### src/rtl/allgates_pkg.sv
// Shared types and constants for the all-gates block and its built-in self-test.
package allgates_pkg;

  localparam int unsigned N_OUT_ALLGATES = 15;

  localparam int unsigned IDX_NOT    = 0;
  localparam int unsigned IDX_AND    = 1;
  localparam int unsigned IDX_NAND   = 2;
  localparam int unsigned IDX_ANDNOT = 3;
  localparam int unsigned IDX_OR     = 4;
  localparam int unsigned IDX_NOR    = 5;
  localparam int unsigned IDX_ORNOT  = 6;
  localparam int unsigned IDX_XOR    = 7;
  localparam int unsigned IDX_XNOR   = 8;
  localparam int unsigned IDX_AOI3   = 9;
  localparam int unsigned IDX_OAI3   = 10;
  localparam int unsigned IDX_AOI4   = 11;
  localparam int unsigned IDX_OAI4   = 12;
  localparam int unsigned IDX_MUX    = 13;
  localparam int unsigned IDX_NMUX   = 14;

  typedef enum logic [1:0] {
    StIdle,
    StSettle,
    StCheck,
    StDone
  } state_e;

endpackage

### src/rtl/allgates_golden.sv
// Combinational reference model of the 4-input / 15-output all-gates block.
module allgates_golden
  import allgates_pkg::*;
(
  input  logic [3:0]                i_stim,
  output logic [N_OUT_ALLGATES-1:0] o_expected
);

  logic w_a, w_b, w_c, w_d, w_mux;

  assign w_a   = i_stim[0];
  assign w_b   = i_stim[1];
  assign w_c   = i_stim[2];
  assign w_d   = i_stim[3];
  assign w_mux = w_c ? w_b : w_a;

  always_comb begin
    o_expected             = '0;
    o_expected[IDX_NOT]    = ~w_a;
    o_expected[IDX_AND]    = w_a & w_b;
    o_expected[IDX_NAND]   = ~(w_a & w_b);
    o_expected[IDX_ANDNOT] = w_a & ~w_b;
    o_expected[IDX_OR]     = w_a | w_b;
    o_expected[IDX_NOR]    = ~(w_a | w_b);
    o_expected[IDX_ORNOT]  = w_a | ~w_b;
    o_expected[IDX_XOR]    = w_a ^ w_b;
    o_expected[IDX_XNOR]   = ~(w_a ^ w_b);
    o_expected[IDX_AOI3]   = ~((w_a & w_b) | w_c);
    o_expected[IDX_OAI3]   = ~((w_a | w_b) & w_c);
    o_expected[IDX_AOI4]   = ~((w_a & w_b) | (w_c & w_d));
    o_expected[IDX_OAI4]   = ~((w_a | w_b) & (w_c | w_d));
    o_expected[IDX_MUX]    = w_mux;
    o_expected[IDX_NMUX]   = ~w_mux;
  end

endmodule

### src/rtl/allgates_bist.sv
// Exhaustive stimulus sweep and response checker for the all-gates block,
// with saturating error count and first-failure capture.
module allgates_bist
  import allgates_pkg::*;
#(
  parameter int unsigned      N_IN         = 4,
  parameter int unsigned      N_OUT        = N_OUT_ALLGATES,
  parameter int unsigned      SETTLE       = 2,
  parameter logic [N_OUT-1:0] CHECK_MASK   = '1,
  parameter bit               STOP_ON_FAIL = 1'b0
) (
  input  logic             i_clk,
  input  logic             i_rst_n,
  input  logic             i_start,
  output logic [N_IN-1:0]  o_stim,
  input  logic [N_OUT-1:0] i_resp,
  output logic             o_busy,
  output logic             o_done,
  output logic             o_pass,
  output logic [N_IN:0]    o_err_count,
  output logic [N_IN-1:0]  o_fail_vec,
  output logic [N_OUT-1:0] o_fail_mask
);

  localparam logic [3:0]      SETTLE_LOAD = 4'(SETTLE - 1);
  localparam logic [N_IN-1:0] LAST_VEC    = '1;
  localparam logic [N_IN:0]   ERR_MAX     = '1;

  state_e           r_state;
  logic [3:0]       r_cnt;
  logic [N_IN-1:0]  r_stim;
  logic             r_busy;
  logic             r_done;
  logic             r_pass;
  logic [N_IN:0]    r_err_count;
  logic [N_IN-1:0]  r_fail_vec;
  logic [N_OUT-1:0] r_fail_mask;

  logic [N_OUT-1:0] w_golden;
  logic [N_OUT-1:0] w_mism;
  logic             w_fail;
  logic             w_last;
  logic [N_IN:0]    w_err_next;

  allgates_golden u_golden (
    .i_stim     (r_stim),
    .o_expected (w_golden)
  );

  assign w_mism = (i_resp ^ w_golden) & CHECK_MASK;
  assign w_fail = |w_mism;
  assign w_last = (r_stim == LAST_VEC) || (STOP_ON_FAIL && w_fail);

  always_comb begin
    w_err_next = r_err_count;
    if (w_fail && (r_err_count != ERR_MAX)) begin
      w_err_next = r_err_count + 1'b1;
    end
  end

  always_ff @(posedge i_clk) begin
    if (!i_rst_n) begin
      r_state     <= StIdle;
      r_cnt       <= '0;
      r_stim      <= '0;
      r_busy      <= 1'b0;
      r_done      <= 1'b0;
      r_pass      <= 1'b0;
      r_err_count <= '0;
      r_fail_vec  <= '0;
      r_fail_mask <= '0;
    end else begin
      unique case (r_state)
        StIdle, StDone: begin
          if (i_start) begin
            r_state     <= StSettle;
            r_cnt       <= SETTLE_LOAD;
            r_stim      <= '0;
            r_busy      <= 1'b1;
            r_done      <= 1'b0;
            r_pass      <= 1'b0;
            r_err_count <= '0;
            r_fail_vec  <= '0;
            r_fail_mask <= '0;
          end
        end
        StSettle: begin
          if (r_cnt == 4'd0) begin
            r_state <= StCheck;
          end else begin
            r_cnt <= r_cnt - 1'b1;
          end
        end
        StCheck: begin
          r_err_count <= w_err_next;
          // Count is cleared at start and never wraps, so zero means no failure yet.
          if (w_fail && (r_err_count == '0)) begin
            r_fail_vec  <= r_stim;
            r_fail_mask <= w_mism;
          end
          if (w_last) begin
            r_state <= StDone;
            r_busy  <= 1'b0;
            r_done  <= 1'b1;
            r_pass  <= (w_err_next == '0);
          end else begin
            r_state <= StSettle;
            r_stim  <= r_stim + 1'b1;
            r_cnt   <= SETTLE_LOAD;
          end
        end
        default: r_state <= StIdle;
      endcase
    end
  end

  assign o_stim      = r_stim;
  assign o_busy      = r_busy;
  assign o_done      = r_done;
  assign o_pass      = r_pass;
  assign o_err_count = r_err_count;
  assign o_fail_vec  = r_fail_vec;
  assign o_fail_mask = r_fail_mask;

endmodule

### config.mk
export PLATFORM = sky130hd
export DESIGN_NAME = allgates_bist
export DESIGN_NICKNAME = d
export VERILOG_FILES = /design/src/rtl/allgates_pkg.sv /design/src/rtl/allgates_golden.sv /design/src/rtl/allgates_bist.sv
export SDC_FILE = /design/constraint.sdc
export NUM_CORES = 1
export LEC_CHECK = 0
export BUFFER_PORTS_ARGS = -buffer_cell sky130_fd_sc_hd__buf_2
export CORE_ASPECT_RATIO = 1.5
export CORE_MARGIN = 1
export CORE_UTILIZATION = 40
export DETAILED_ROUTE_END_ITERATION = 12
export HOLD_SLACK_MARGIN = 0.12
export PLACE_DENSITY = 0.73
export SLEW_MARGIN = 5
export SYNTH_ARGS = -nofsm -noshare
export SYNTH_HDL_FRONTEND = slang
export SYNTH_SLANG_ARGS = --single-unit
### constraint.sdc
create_clock -name i_clk -period 2.6 [get_ports i_clk]
set_input_delay 0.78 -clock i_clk [delete_from_list [all_inputs] [get_ports i_clk]]
set_output_delay 0.78 -clock i_clk [all_outputs]
set_load 0.01 [all_outputs]
Word level (Yosys, flattened, before mapping)

Cells that the tools add are included.
W data, S select, Z words.

Register bits after elaboration: 37
Bits of input ports: 18
Output and inout bits: 31
Logic and storage cells: 88

Add/sub/neg operators: 3
Equal/unequal tests: 11
Muxes and demuxes: 28
Bitwise operators: 22
Reductions and logical operators: 15

Operators with widths:

| kind                  | count |
|---|---|
| $mux W15              | 2 |
| $pmux W15 S2          | 1 |
| $mux W4               | 6 |
| $pmux W4 S2           | 2 |
| $reduce_or A15 Y1     | 1 |
| $xor A15 B15 Y15      | 1 |
| $ne A2 B2 Y1 const B  | 6 |
| $pmux W4 S3           | 1 |
| $reduce_and A3 Y1     | 4 |
| $logic_not A5 Y1      | 2 |
| $mux W5               | 2 |
| $not A1 Y1            | 10 |
| $pmux W5 S2           | 1 |
| $mux W1               | 6 |
| $mux W2               | 3 |
| $pmux W1 S2           | 3 |
| $pmux W2 S3           | 1 |
| $add A5 B1 Y5 const B | 1 |
| $and A1 B1 Y1         | 5 |
| $ne A5 B5 Y1 const B  | 1 |
| $or A1 B1 Y1          | 5 |
| $add A4 B1 Y4 const B | 1 |
| $eq A2 B2 Y1 const B  | 2 |
| $eq A4 B4 Y1 const B  | 1 |
| other kinds (9)       | 11 |

Depth between registers and ports, before layout

Word-level depth: 10
Mapped depth: 10
Depth with buffers taken out: 9

By module

From an unflattened synthesis, not the netlist that was laid out.

Cell total of the unflattened synthesis: 233
Area total of the unflattened synthesis: 2109.5 um2

By module, submodules not included:

| module          | instances | cells each | area an instance (um2) | seq. area each (um2) |
|---|---|---|---|---|
| allgates_bist   | 1         | 214        | 1956.9                 | 740.7 |
| allgates_golden | 1         | 19         | 152.6                  | 0.0 |

Worst setup path after synthesis

Ideal clock, no wire load.

Path type: register to register
Start: reg r_stim[0] (netlist: o_stim[0])
End: reg r_err_count[2] (netlist: o_err_count[2])
Data arrival time: 2.359 ns
Required time: 2.468 ns
Path slack: 0.108 ns
Cell stages (with the launch flop): 9
Cell sequence: dfxtp_1 inv_1 ha_1 xnor2_1 nand4_1 or4_4 o211ai_2 mux2i_1 a21oi_1

Longest elaborated chain between the ends: 8
Elaborated cells on any way between the ends: 24
Those cells by class: mux (3); bitwise (19); reduce/logical (2)

RTL lines:

| item                                          | RTL line              | text |
|---|---|---|
| from (decl)                                   | allgates_bist.sv:31   | `logic [N_IN-1:0] r_stim;` |
| from (signal assigned)                        | allgates_bist.sv:108  | `r_stim <= r_stim + 1'b1;` |
| $and A1 B1 Y1 or $or A1 B1 Y1 (tied branches) | n/a                   |  |
| $or A1 B1 Y1, or another cell as far along    | allgates_golden.sv:28 | `o_expected[IDX_AOI3] = ~((w_a & w_b) \| w_c);` |
| $not A1 Y1 (on tied branches)                 | n/a                   |  |
| $xor A15 B15 Y15 *                            | allgates_bist.sv:50   | `assign w_mism = (i_resp ^ w_golden) & CHECK_MASK;` |
| $reduce_or A15 Y1 *                           | allgates_bist.sv:51   | `assign w_fail = \|w_mism;` |
| $logic_and A1 B1 Y1 *                         | allgates_bist.sv:56   | `if (w_fail && (r_err_count != ERR_MAX)) begin` |
| $mux W5 *                                     | allgates_bist.sv:56   |  |
| $pmux W5 S2 *                                 | allgates_bist.sv:73   | `unique case (r_state)` |
| to (signal assigned)                          | allgates_bist.sv:95   | `r_err_count <= w_err_next;` |
| to (decl)                                     | allgates_bist.sv:35   | `logic [N_IN:0] r_err_count;` |

Mark *: on every way between the ends. The rest lies on a longest branch, timed or not.
A chain may end at the register's enable or synchronous reset.

Final worst setup path

Start: reg r_stim[1] (netlist: o_stim[1])
End: reg r_pass (netlist: o_pass)

Longest elaborated chain between the ends: 10
Elaborated cells on any way between the ends: 29
Those cells by class: eq/ne (2); mux (4); bitwise (19); reduce/logical (4)

RTL lines:

| item                                          | RTL line              | text |
|---|---|---|
| $and A1 B1 Y1 or $or A1 B1 Y1 (tied branches) | n/a                   |  |
| $or A1 B1 Y1, or another cell as far along    | allgates_golden.sv:28 |  |
| $not A1 Y1 (on tied branches)                 | n/a                   |  |
| $xor A15 B15 Y15                              | allgates_bist.sv:50   |  |
| $reduce_or A15 Y1                             | allgates_bist.sv:51   |  |
| $logic_and A1 B1 Y1                           | allgates_bist.sv:56   |  |
| $mux W5                                       | allgates_bist.sv:56   |  |
| $logic_not A5 Y1                              | allgates_bist.sv:105  | `r_pass <= (w_err_next == '0);` |
| $mux W1                                       | allgates_bist.sv:101  | `if (w_last) begin` |
| $pmux W1 S2                                   | allgates_bist.sv:73   |  |
| to (signal assigned)                          | allgates_bist.sv:105  |  |
| to (decl)                                     | allgates_bist.sv:34   | `logic r_pass;` |

Parallel ways exist; a longest one is shown, timed or not. The select of a mux whose other input is x is not followed.

==> impl_metrics.py <==
metrics = {
    "clock_network": {
        "ctsRootBufferMaster": "clkbuf_8",
        "cts_buffers": 5,
        "cts_max_path_buffers": 2,
        "clk_latency_ns": 0.28,
        "cts_max_level": 2,
        "postCtsSetupBuffers": 0,
        "cts_tree": "yes",
        "clock_sinks": 37,
        "path_clk_slew_ns": 0.07,
    },
    "detailed_routing": {
        "met2_length_um": 2470,
        "drc": 0,
        "routed_wirelength_um": 4740,
        "final_antenna_net_count": 0,
        "wire_per_inst_um": 13.3,
        "drt_iter0_markers": 68,
        "vias": 1871,
        "vias_per_cell": 5.23,
        "firstDrtPassIters": 4,
        "wl_met3_um": 156,
        "top_layer_used": "met4",
        "wl_met1_um": 1990,
    },
    "die": {
        "dieArea_sq_um": 5550,
        "ios": 49,
        "dieWidth_um": 61.1,
        "core_area_sq_um": 4930,
        "core.rowCount": 31,
        "dieHeight_um": 90.7,
        "start_util_pct": 42.6,
    },
    "yosys": {
        "synth_compound_gate_area_share_pct": 18.4,
        "synth_common_cells": "dfxtp_1, nor2_1, nand2_1, a21oi_1, ha_1",
        "yosys.area_share.adder_pct": 8.94,
        "yosysUniqueCellTypes": 44,
        "synth_top_cell_by_area": "dfxtp_1",
        "netlist_area_sq_um": 2100,
        "async_flop_share_pct": 0,
        "synth_xor_area_share_pct": 7.51,
        "synth_top_area_share_pct": 35.3,
        "synth_edf_count": 0,
        "syn_inst": 235,
        "synthesis.nets": 268,
        "avgSynthCellArea_sq_um": 8.93,
        "synth-warning-count": 0,
        "synth_seq_cells": 37,
        "synth_top_family_by_area": "simple AND/OR/NAND/NOR gates",
        "synth_most_common_cell": "dfxtp_1",
        "synthTopCellsByArea": "dfxtp_1, ha_1, o2bb2ai_1",
        "synth.area.mux_share_pct": 6.32,
        "yosys.area_share.simple_pct": 18.7,
        "synth_ff_type": "dfxtp_1",
        "yosysSeqAreaShare_pct": 35.3,
    },
    "setup_path": {
        "critPathLaunchType": "flip-flop",
        "cp_num_buf_inv": 1,
        "crit_slowest_cell": "or4_4",
        "crit_family": "simple AND/OR/NAND/NOR gates",
        "reg2reg_from": "o_stim[1]$_SDFFE_PN0P_",
        "crit_path_cell_trace": "inv_1 -> ha_1 -> xnor2_1 -> nand4_1 -> or4_4 -> o21ai_2 -> mux2i_1 -> o2bb2ai_1",
        "worst_ep_required_time_ns": 2.82,
        "worstSetupPathType": "reg -> reg",
        "startpoint": "o_stim[1]$_SDFFE_PN0P_",
        "r2r_setup_slack_ns": 0.12,
        "max_stage_delay_ns": 0.57,
        "crit_cells": 8,
        "ff2ff_path_depth": 8,
        "crit_arrival_ns": 2.70,
        "cp_max_fo": 4,
        "worstSetupEndpointType": "flip-flop",
    },
    "place": {
        "dp_cells": 351,
        "dpl_cell_area_sq_um": 2470,
        "port_buffers": 48,
        "globalplace.congestion": 0.850,
        "post-dp-hpwl_um": 3730,
    },
    "power_and_ir_drop": {
        "max-vdd-ir-drop_v": 0.000284,
        "power_density_nw_per_um2": 570,
        "p_leak_nw": 1.13,
    },
    "global_routing": {
        "grtUsageTotal_pct": 18.5,
        "antenna_found_initial": 0,
        "grt_max_degree": 14,
        "grt_pass1_wl_um": 7820,
        "grt_overflow": 0,
        "grt_pass1_vias": 1800,
    },
    "sta": {
        "tns_ns": 0,
        "slew_headroom_pct": 70.9,
        "clock_skew_ns": 0.00209,
        "rsz0062_at_grt": "false",
        "slew_violations": 0,
        "tightest_slew_ns": 0.436,
        "hold_violations": 0,
        "finalSetupViolCount": 0,
        "finalCriticalPeriod_ns": 2.48,
        "hold-worst-slack_ns": 0.460,
        "fmax_mhz": 403,
        "fin_crit_sh_pct": 95.4,
    },
    "worst_hold_path": {
        "holdCritPathClass": "reg -> reg",
        "hold_start": "o_fail_mask[5]$_SDFFE_PN0P_",
        "whs_path_depth": 1,
    },
    "finish": {
        "syn_to_final_growth_pct": 22.5,
        "instances_no_fill": 358,
        "diodes": 0,
        "final_util_pct": 52.2,
        "drive_gt1_share_pct": 26.0,
        "nFillCells": 484,
        "final_area_sq_um": 2570,
        "layout.nets": 325,
    },
    "flow_run": {
        "cap_viol_max_count": 0,
    },
    "outcome": {
        "status": "completed",
    },
}
## path summary, 6_finish.rpt
check,endpoint
min reg2reg,o_fail_mask[5]$_SDFFE_PN0P_
min,o_fail_mask[5]$_SDFFE_PN0P_
max,o_pass$_SDFFE_PN0P_
max reg2reg,o_pass$_SDFFE_PN0P_
## cell families after synthesis
family,count (synthesis)
compound gates,53
mux,12
buf+inv,21
fa+ha+maj,15
simple gates,79
flops,37
xor+xnor,18
## what timing repair did
item,CTS,global route
hold buffers,0,0
gates resized for setup,0,2
endpoints found under the setup margin,0,12
## cell type report
cell class                      instances  area (sq um)  share of cell area (%)
Multi-Input combinational cell        177          1270                    49.3
Clock buffer                            7          86.3                    3.36
Timing Repair Buffer                   59           348                    13.5
Sequential cell                        37           741                    28.8
Inverter                               12          45.0                    1.75
Tap cell                               66          82.6                    3.21
## stage by stage
stage / total power [mW] / setup WS, ns
2_1_floorplan: 0.946 / 0.108
3_3_place_gp: 1.07 / 0.158
3_5_place_dp: 1.08 / 0.141
4_1_cts: 1.48 / 0.113
5_1_grt: 1.56 / 0.00165
6_report: 1.47 / 0.119
## registers in the layout (all words and copies together) (netlist names)
name / count
o_busy: 1
o_done: 1
o_err_count: 5
o_fail_mask: 15
o_fail_vec: 4
o_pass: 1
o_stim: 4
r_cnt: 4
r_state: 2
## per-layer routing
layer  up-vias  global-route usage, %
met1       882                   20.4
met5         -                      0
li1        943                      -
met3         8                   4.01
met2        38                   32.3
met4         0                   7.77
## power by group
group | total, mW | leakage, nW | internal (mW) | switching [mW]
Clock | 0.395 | 0.0443 | 0.210 | 0.185
Sequential | 0.624 | 0.300 | 0.600 | 0.0241
Combinational | 0.447 | 0.790 | 0.201 | 0.247
## cell usage in the layout, fill, tap and decap left out, types with 7 or more instances in the layout
master and count:
buf_4 9, nand3_1 7, ha_1 15, nand2_1 18, dfxtp_1 37, mux2i_1 11
o2bb2ai_1 13, buf_2 48, xor2_1 8, nor2_1 26, a21oi_1 15, inv_1 12
xnor2_1 9
Power figures use the tool's default switching activity.
